==> src/rtl/ysyx_22040365_ifu.sv <==
// ysyx_22040365_ifu -- instruction fetch unit.
//
// Owns the PC and fetches one instruction at a time from instruction memory.
// The fetched word is held for decode with its PC until decode takes it.
// Execute can redirect the PC at any time outside IDLE/HALT. A fetch that is
// already in flight when a redirect arrives is flagged with `drop`, so its
// response is thrown away instead of being shown to decode.
//
// Ports:
//   clk, rst                 core clock, asynchronous active-high reset
//   imem_req_valid/ready     fetch request handshake, imem_addr = current pc
//   imem_rsp_valid/data      one response per accepted request
//   inst_valid/ready         decode handshake, inst/inst_pc held while valid
//   redirect_valid/pc        branch/jump target from execute
//   fetch_misalign           sticky misaligned-redirect flag
//
// Optional feature: YSYX_22040365_IFU_MISALIGN_EN
//   defined   - a redirect to a target that is not 4-byte aligned sets
//               fetch_misalign and parks the unit in HALT until reset.
//   undefined - redirect_pc[1:0] is forced to zero, there is no HALT state and
//               fetch_misalign is tied 0.
module ysyx_22040365_ifu #(
    parameter logic [63:0] RESET_PC = 64'h0000_0000_8000_0000
) (
    input  logic        clk,
    input  logic        rst,
    output logic        imem_req_valid,
    input  logic        imem_req_ready,
    output logic [63:0] imem_addr,
    input  logic        imem_rsp_valid,
    input  logic [31:0] imem_rsp_data,
    output logic        inst_valid,
    input  logic        inst_ready,
    output logic [31:0] inst,
    output logic [63:0] inst_pc,
    input  logic        redirect_valid,
    input  logic [63:0] redirect_pc,
    output logic        fetch_misalign
);

`ifdef YSYX_22040365_IFU_MISALIGN_EN
    typedef enum logic [2:0] {S_IDLE, S_REQ, S_WAIT, S_HOLD, S_HALT} state_t;
`else
    typedef enum logic [1:0] {S_IDLE, S_REQ, S_WAIT, S_HOLD} state_t;
`endif

    state_t      state;
    logic [63:0] pc;
    logic        drop;
    logic [63:0] redirect_tgt;

`ifdef YSYX_22040365_IFU_MISALIGN_EN
    logic redirect_mis;
    logic misalign_q;

    assign redirect_tgt   = redirect_pc;
    assign redirect_mis   = |redirect_pc[1:0];
    assign fetch_misalign = misalign_q;
`else
    // Low target bits are discarded: every PC is word aligned.
    logic redirect_lsb_unused;

    assign redirect_tgt        = {redirect_pc[63:2], 2'b00};
    assign redirect_lsb_unused = |redirect_pc[1:0];
    assign fetch_misalign      = 1'b0;
`endif

    assign imem_addr = pc;

    always_ff @(posedge clk or posedge rst) begin
        if (rst) begin
            state          <= S_IDLE;
            pc             <= RESET_PC;
            drop           <= 1'b0;
            imem_req_valid <= 1'b0;
            inst_valid     <= 1'b0;
            inst           <= '0;
            inst_pc        <= '0;
`ifdef YSYX_22040365_IFU_MISALIGN_EN
            misalign_q     <= 1'b0;
`endif
        end else begin
            unique case (state)
                S_IDLE: begin
                    state          <= S_REQ;
                    imem_req_valid <= 1'b1;
                end
                S_REQ: begin
                    if (redirect_valid) pc <= redirect_tgt;
                    if (imem_req_ready) begin
                        // A request accepted in the redirect cycle still
                        // carries the old pc, so its response is stale.
                        if (redirect_valid) drop <= 1'b1;
                        state          <= S_WAIT;
                        imem_req_valid <= 1'b0;
                    end
                end
                S_WAIT: begin
                    if (redirect_valid) begin
                        pc <= redirect_tgt;
                        if (imem_rsp_valid) begin
                            drop           <= 1'b0;
                            state          <= S_REQ;
                            imem_req_valid <= 1'b1;
                        end else begin
                            drop <= 1'b1;
                        end
                    end else if (imem_rsp_valid) begin
                        if (drop) begin
                            drop           <= 1'b0;
                            state          <= S_REQ;
                            imem_req_valid <= 1'b1;
                        end else begin
                            inst       <= imem_rsp_data;
                            inst_pc    <= pc;
                            inst_valid <= 1'b1;
                            state      <= S_HOLD;
                        end
                    end
                end
                S_HOLD: begin
                    // A redirect wins over a same-cycle consume: no pc+4.
                    if (redirect_valid || inst_ready) begin
                        pc             <= redirect_valid ? redirect_tgt : pc + 64'd4;
                        inst_valid     <= 1'b0;
                        state          <= S_REQ;
                        imem_req_valid <= 1'b1;
                    end
                end
`ifdef YSYX_22040365_IFU_MISALIGN_EN
                S_HALT: begin
                end
`endif
                default: state <= S_IDLE;
            endcase

`ifdef YSYX_22040365_IFU_MISALIGN_EN
            // Misaligned redirect overrides the normal transition chosen above.
            if (redirect_valid && redirect_mis &&
                (state == S_REQ || state == S_WAIT || state == S_HOLD)) begin
                state          <= S_HALT;
                misalign_q     <= 1'b1;
                imem_req_valid <= 1'b0;
                inst_valid     <= 1'b0;
                drop           <= (state == S_REQ && imem_req_ready) ||
                                  (state == S_WAIT && !imem_rsp_valid);
            end
`endif
        end
    end

endmodule
==> config.mk <==
export PLATFORM = sky130hd
export DESIGN_NAME = ysyx_22040365_ifu
export DESIGN_NICKNAME = d
export VERILOG_FILES = /design/src/rtl/ysyx_22040365_ifu.sv
export SDC_FILE = /design/constraint.sdc
export NUM_CORES = 1
export LEC_CHECK = 0
export BUFFER_PORTS_ARGS = -buffer_cell sky130_fd_sc_hd__buf_2
export CORE_AREA = 2 2 168 170
export CTS_BUF_LIST = sky130_fd_sc_hd__clkbuf_4
export DETAILED_ROUTE_END_ITERATION = 8
export DIE_AREA = 0 0 170 172
export PLACE_DENSITY_LB_ADDON = 0.15
export SKIP_LAST_GASP = 1
export SLEW_MARGIN = 20
export SYNTH_ARGS = -nofsm -noshare
export SYNTH_HDL_FRONTEND = slang
export SYNTH_SLANG_ARGS = --single-unit
==> constraint.sdc <==
create_clock -name clk -period 4.9 [get_ports clk]
set_input_delay 0 -clock clk [delete_from_list [all_inputs] [get_ports clk]]
set_output_delay 0 -clock clk [all_outputs]
set_load 0.01 [all_outputs]
==> impl_metrics.py <==
metrics = {
    "outcome": {
        "status": "finished, final reports clean",
    },
    "sta": {
        "hold_violations": 0,
        "finalSetupTns_ns": 0,
        "tightest_slew_ns": 1.06,
        "drv_slew": 0,
        "relSlewSlack_pct": 28.9,
        "fin_crit_sh_pct": 69.6,
        "postLayoutSetupSlackWorst_ns": 1.49,
        "final.min_clock_period_ns": 3.41,
        "fmaxAchievable_ghz": 0.293,
        "rsz0062_at_grt": "false",
        "finClkSkew_ns": 0.0271,
        "setup_violations": 0,
    },
    "route": {
        "viasPerCell": 5.16,
        "drc": 0,
        "dr.pass1.iters": 7,
        "ant_nets": 0,
        "routedWlPerCell_um": 18.4,
        "routed_wl_um": 27300,
        "dr_total_vias": 7658,
        "drt_iter0_drc": 491,
    },
    "finish": {
        "multiInputGateArea_um2": 3880,
        "drive_above_1_share_pct": 37.0,
        "regArea_um2": 4030,
        "fin_cells": 1483,
        "area_growth_pct": 36.1,
        "final_core_util_pct": 40.4,
        "fillers": 2784,
        "layout.nets": 1229,
    },
    "logic_synthesis": {
        "yosys.area.top_type_share_pct": 49.1,
        "yosys-top-cells-count": "dfrtp_1 (160), mux2_2 (95), nand2_1 (58)",
        "postSynthAreaPerCell_um2": 10.4,
        "synth_most_common_cell": "dfrtp_1",
        "postSynth.asyncResetShare_pct": 100,
        "synth-seq-cells": 161,
        "synthCells": 784,
        "synth-main-ff-cell": "dfrtp_1",
        "synth_area_leader_cell": "dfrtp_1",
        "synth_area_leaders": "dfrtp_1 (49%), mux2_2 (13%), a21oi_1 (3.3%)",
        "ys_warn_count": 0,
        "synth_edf_count": 0,
        "yosysUniqueCellTypes": 63,
        "post_synth_instance_area_um2": 8160,
        "ys_seq_area_share_pct": 49.4,
    },
    "hold_path": {
        "min_to": "imem_addr[54]",
        "min_path_type": "input port to flip-flop",
        "whs_path_depth": 5,
        "min_from": "redirect_valid",
    },
    "clocking": {
        "cts_made_buffers": 17,
        "postCtsSetupRepairBufs": 0,
        "cts-htree-levels": 4,
        "path_clk_slew_ns": 0.15,
        "hold_buffers": 101,
        "cts_tree": "yes",
        "cts_max_path_buffers": 2,
        "cts_root_buf": "clkbuf_4",
        "cts_resized": 0,
        "clk_latency_ns": 0.57,
        "cts.sinks": 161,
    },
    "critical_path": {
        "r2r-end": "imem_req_valid",
        "worstPathRequired_ns": 5.37,
        "rrSetupSlack_ns": 1.49,
        "r2r_start": "state[0]",
        "worst_ep_arrival_time_ns": 3.88,
        "startpoint_type": "flip-flop",
        "endpoint_kind": "flip-flop",
        "crit_fanout": 30,
        "worst-setup-path-type": "flip-flop to flip-flop",
        "reg2regPathDepth": 7,
    },
    "global_route": {
        "antenna_found_initial": 2,
        "grt_pass1_wl_um": 42300,
        "grt_pass1_vias": 7378,
        "grt_max_degree": 83,
        "grtUsageTotal_pct": 18.5,
        "grt_overflow": 0,
    },
    "power_and_ir_drop": {
        "p_total_mw": 6.16,
        "powerDensity_nw_per_um2": 555,
        "p_leak_nw": 5.15,
        "peakVddDrop_mv": 0.231,
    },
    "placement": {
        "dp_hpwl_um": 18800,
        "io_buffers": 257,
        "dp_cells": 1348,
        "place_congestion": 0.779,
        "place_worst_setup_slack_ns": 2.00,
    },
    "floorplan": {
        "initial_utilization_pct": 29.7,
        "die_w_um": 170,
        "ioPinCount": 265,
        "core_um2": 27500,
        "die_y_um": 172,
        "fp-row-count": 61,
        "die-area_um2": 29200,
    },
    "flow_run": {
        "maxCapViolations": 0,
    },
}
==> critical path, cell delays in order, from the launching register on <==
cell and delay, ns:
dfrtp_1 0.47, ha_1 0.33, nand2b_2 0.60, o22ai_1 0.40
o31ai_1 0.30, dlygate4sd3_1 0.58, o31ai_1 0.06, dlygate4sd3_1 0.57
==> kinds of logic (layout without fill, tap and decap cells) <==
| family | Yosys count | after routing | share of synthesized area, % |
|---|---|---|---|
| AND/OR/NAND/NOR | 277 | 277 | 18.8 |
| other | 1 | 7 | 0.0460 |
| AO/OA/AOI/OAI | 176 | 176 | 14.0 |
| flip-flops | 161 | 161 | 49.4 |
| buffers and inverters | 68 | 415 | 3.73 |
| multiplexers | 96 | 96 | 13.2 |
| adder cells (fa/ha/maj) | 5 | 5 | 0.767 |
==> power breakdown <==
part / switching [mW] / internal, mW
Sequential: 0.684 / 1.91
Clock: 0.555 / 0.362
Combinational: 1.45 / 1.20
==> through the flow <==
stage                     instance area [µm²]  hold slack, ns
after global routing                    11100          0.0611
after CTS                               11100         0.00526
after floorplan                          8170           0.103
after global placement                   9780           0.211
final                                   11100          0.0601
after detailed placement                 9780           0.207
==> final cells by class <==
class                   instances  area share, %
diodes                          2         0.0451
clock buffers                  17           1.15
clock inverters                15           1.65
inverters                      13          0.485
multi-input cells             559           35.0
flip-flops and latches        161           36.3
well taps                     346           3.90
repair buffers                370           21.5
==> how the worst max path moves through the flow <==
stage / startpoint / to / slack (ns) / cells past startpoint
after floorplan: rst / drop / 0.55 / 1
after global placement: state[0] / imem_addr[17] / 1.99 / 6
after detailed placement: state[0] / imem_addr[17] / 2.00 / 6
after CTS: state[0] / imem_req_valid / 1.49 / 7
after global routing: state[0] / imem_req_valid / 1.21 / 7
final: state[0] / imem_req_valid / 1.49 / 7
==> state kept, by name, summed over array words and instances (netlist names) <==
signal	count
imem_addr	62
inst_pc	62
inst	32
state	2
drop	1
imem_req_valid	1
inst_valid	1
==> cell usage in the layout, fill, tap and decap left out, drive strengths merged, types with 3 or more instances in the layout <==
cell,instances
clkbuf,17
a21oi,53
buf,269
dlygate4sd3,101
nand2,58
and3,15
nor4,20
o211ai,4
conb,5
inv,18
o22a,12
ha,5
or3,10
nor3,20
nand3,40
and4,10
o31ai,7
mux2,95
nand2b,4
clkinv,5
o21ai,28
a211oi,9
or4,12
nor2,41
a2bb2oi,6
o21a,3
a311oi,10
a22oi,4
a31oi,8
o22ai,19
and2,11
dfrtp,160
nand4,29
bufinv,3
==> layer usage <==
layer,global-route usage [%],vias to the layer above,wire (µm),part of all wire (%)
met4,4.94,0,292,1.1
li1,-,3636,-,-
met2,30.3,217,13100,48
met3,3.73,18,1420,5.2
met1,25.1,3787,12400,46
met5,0,-,0,0
(Power assumes the default switching activity.)
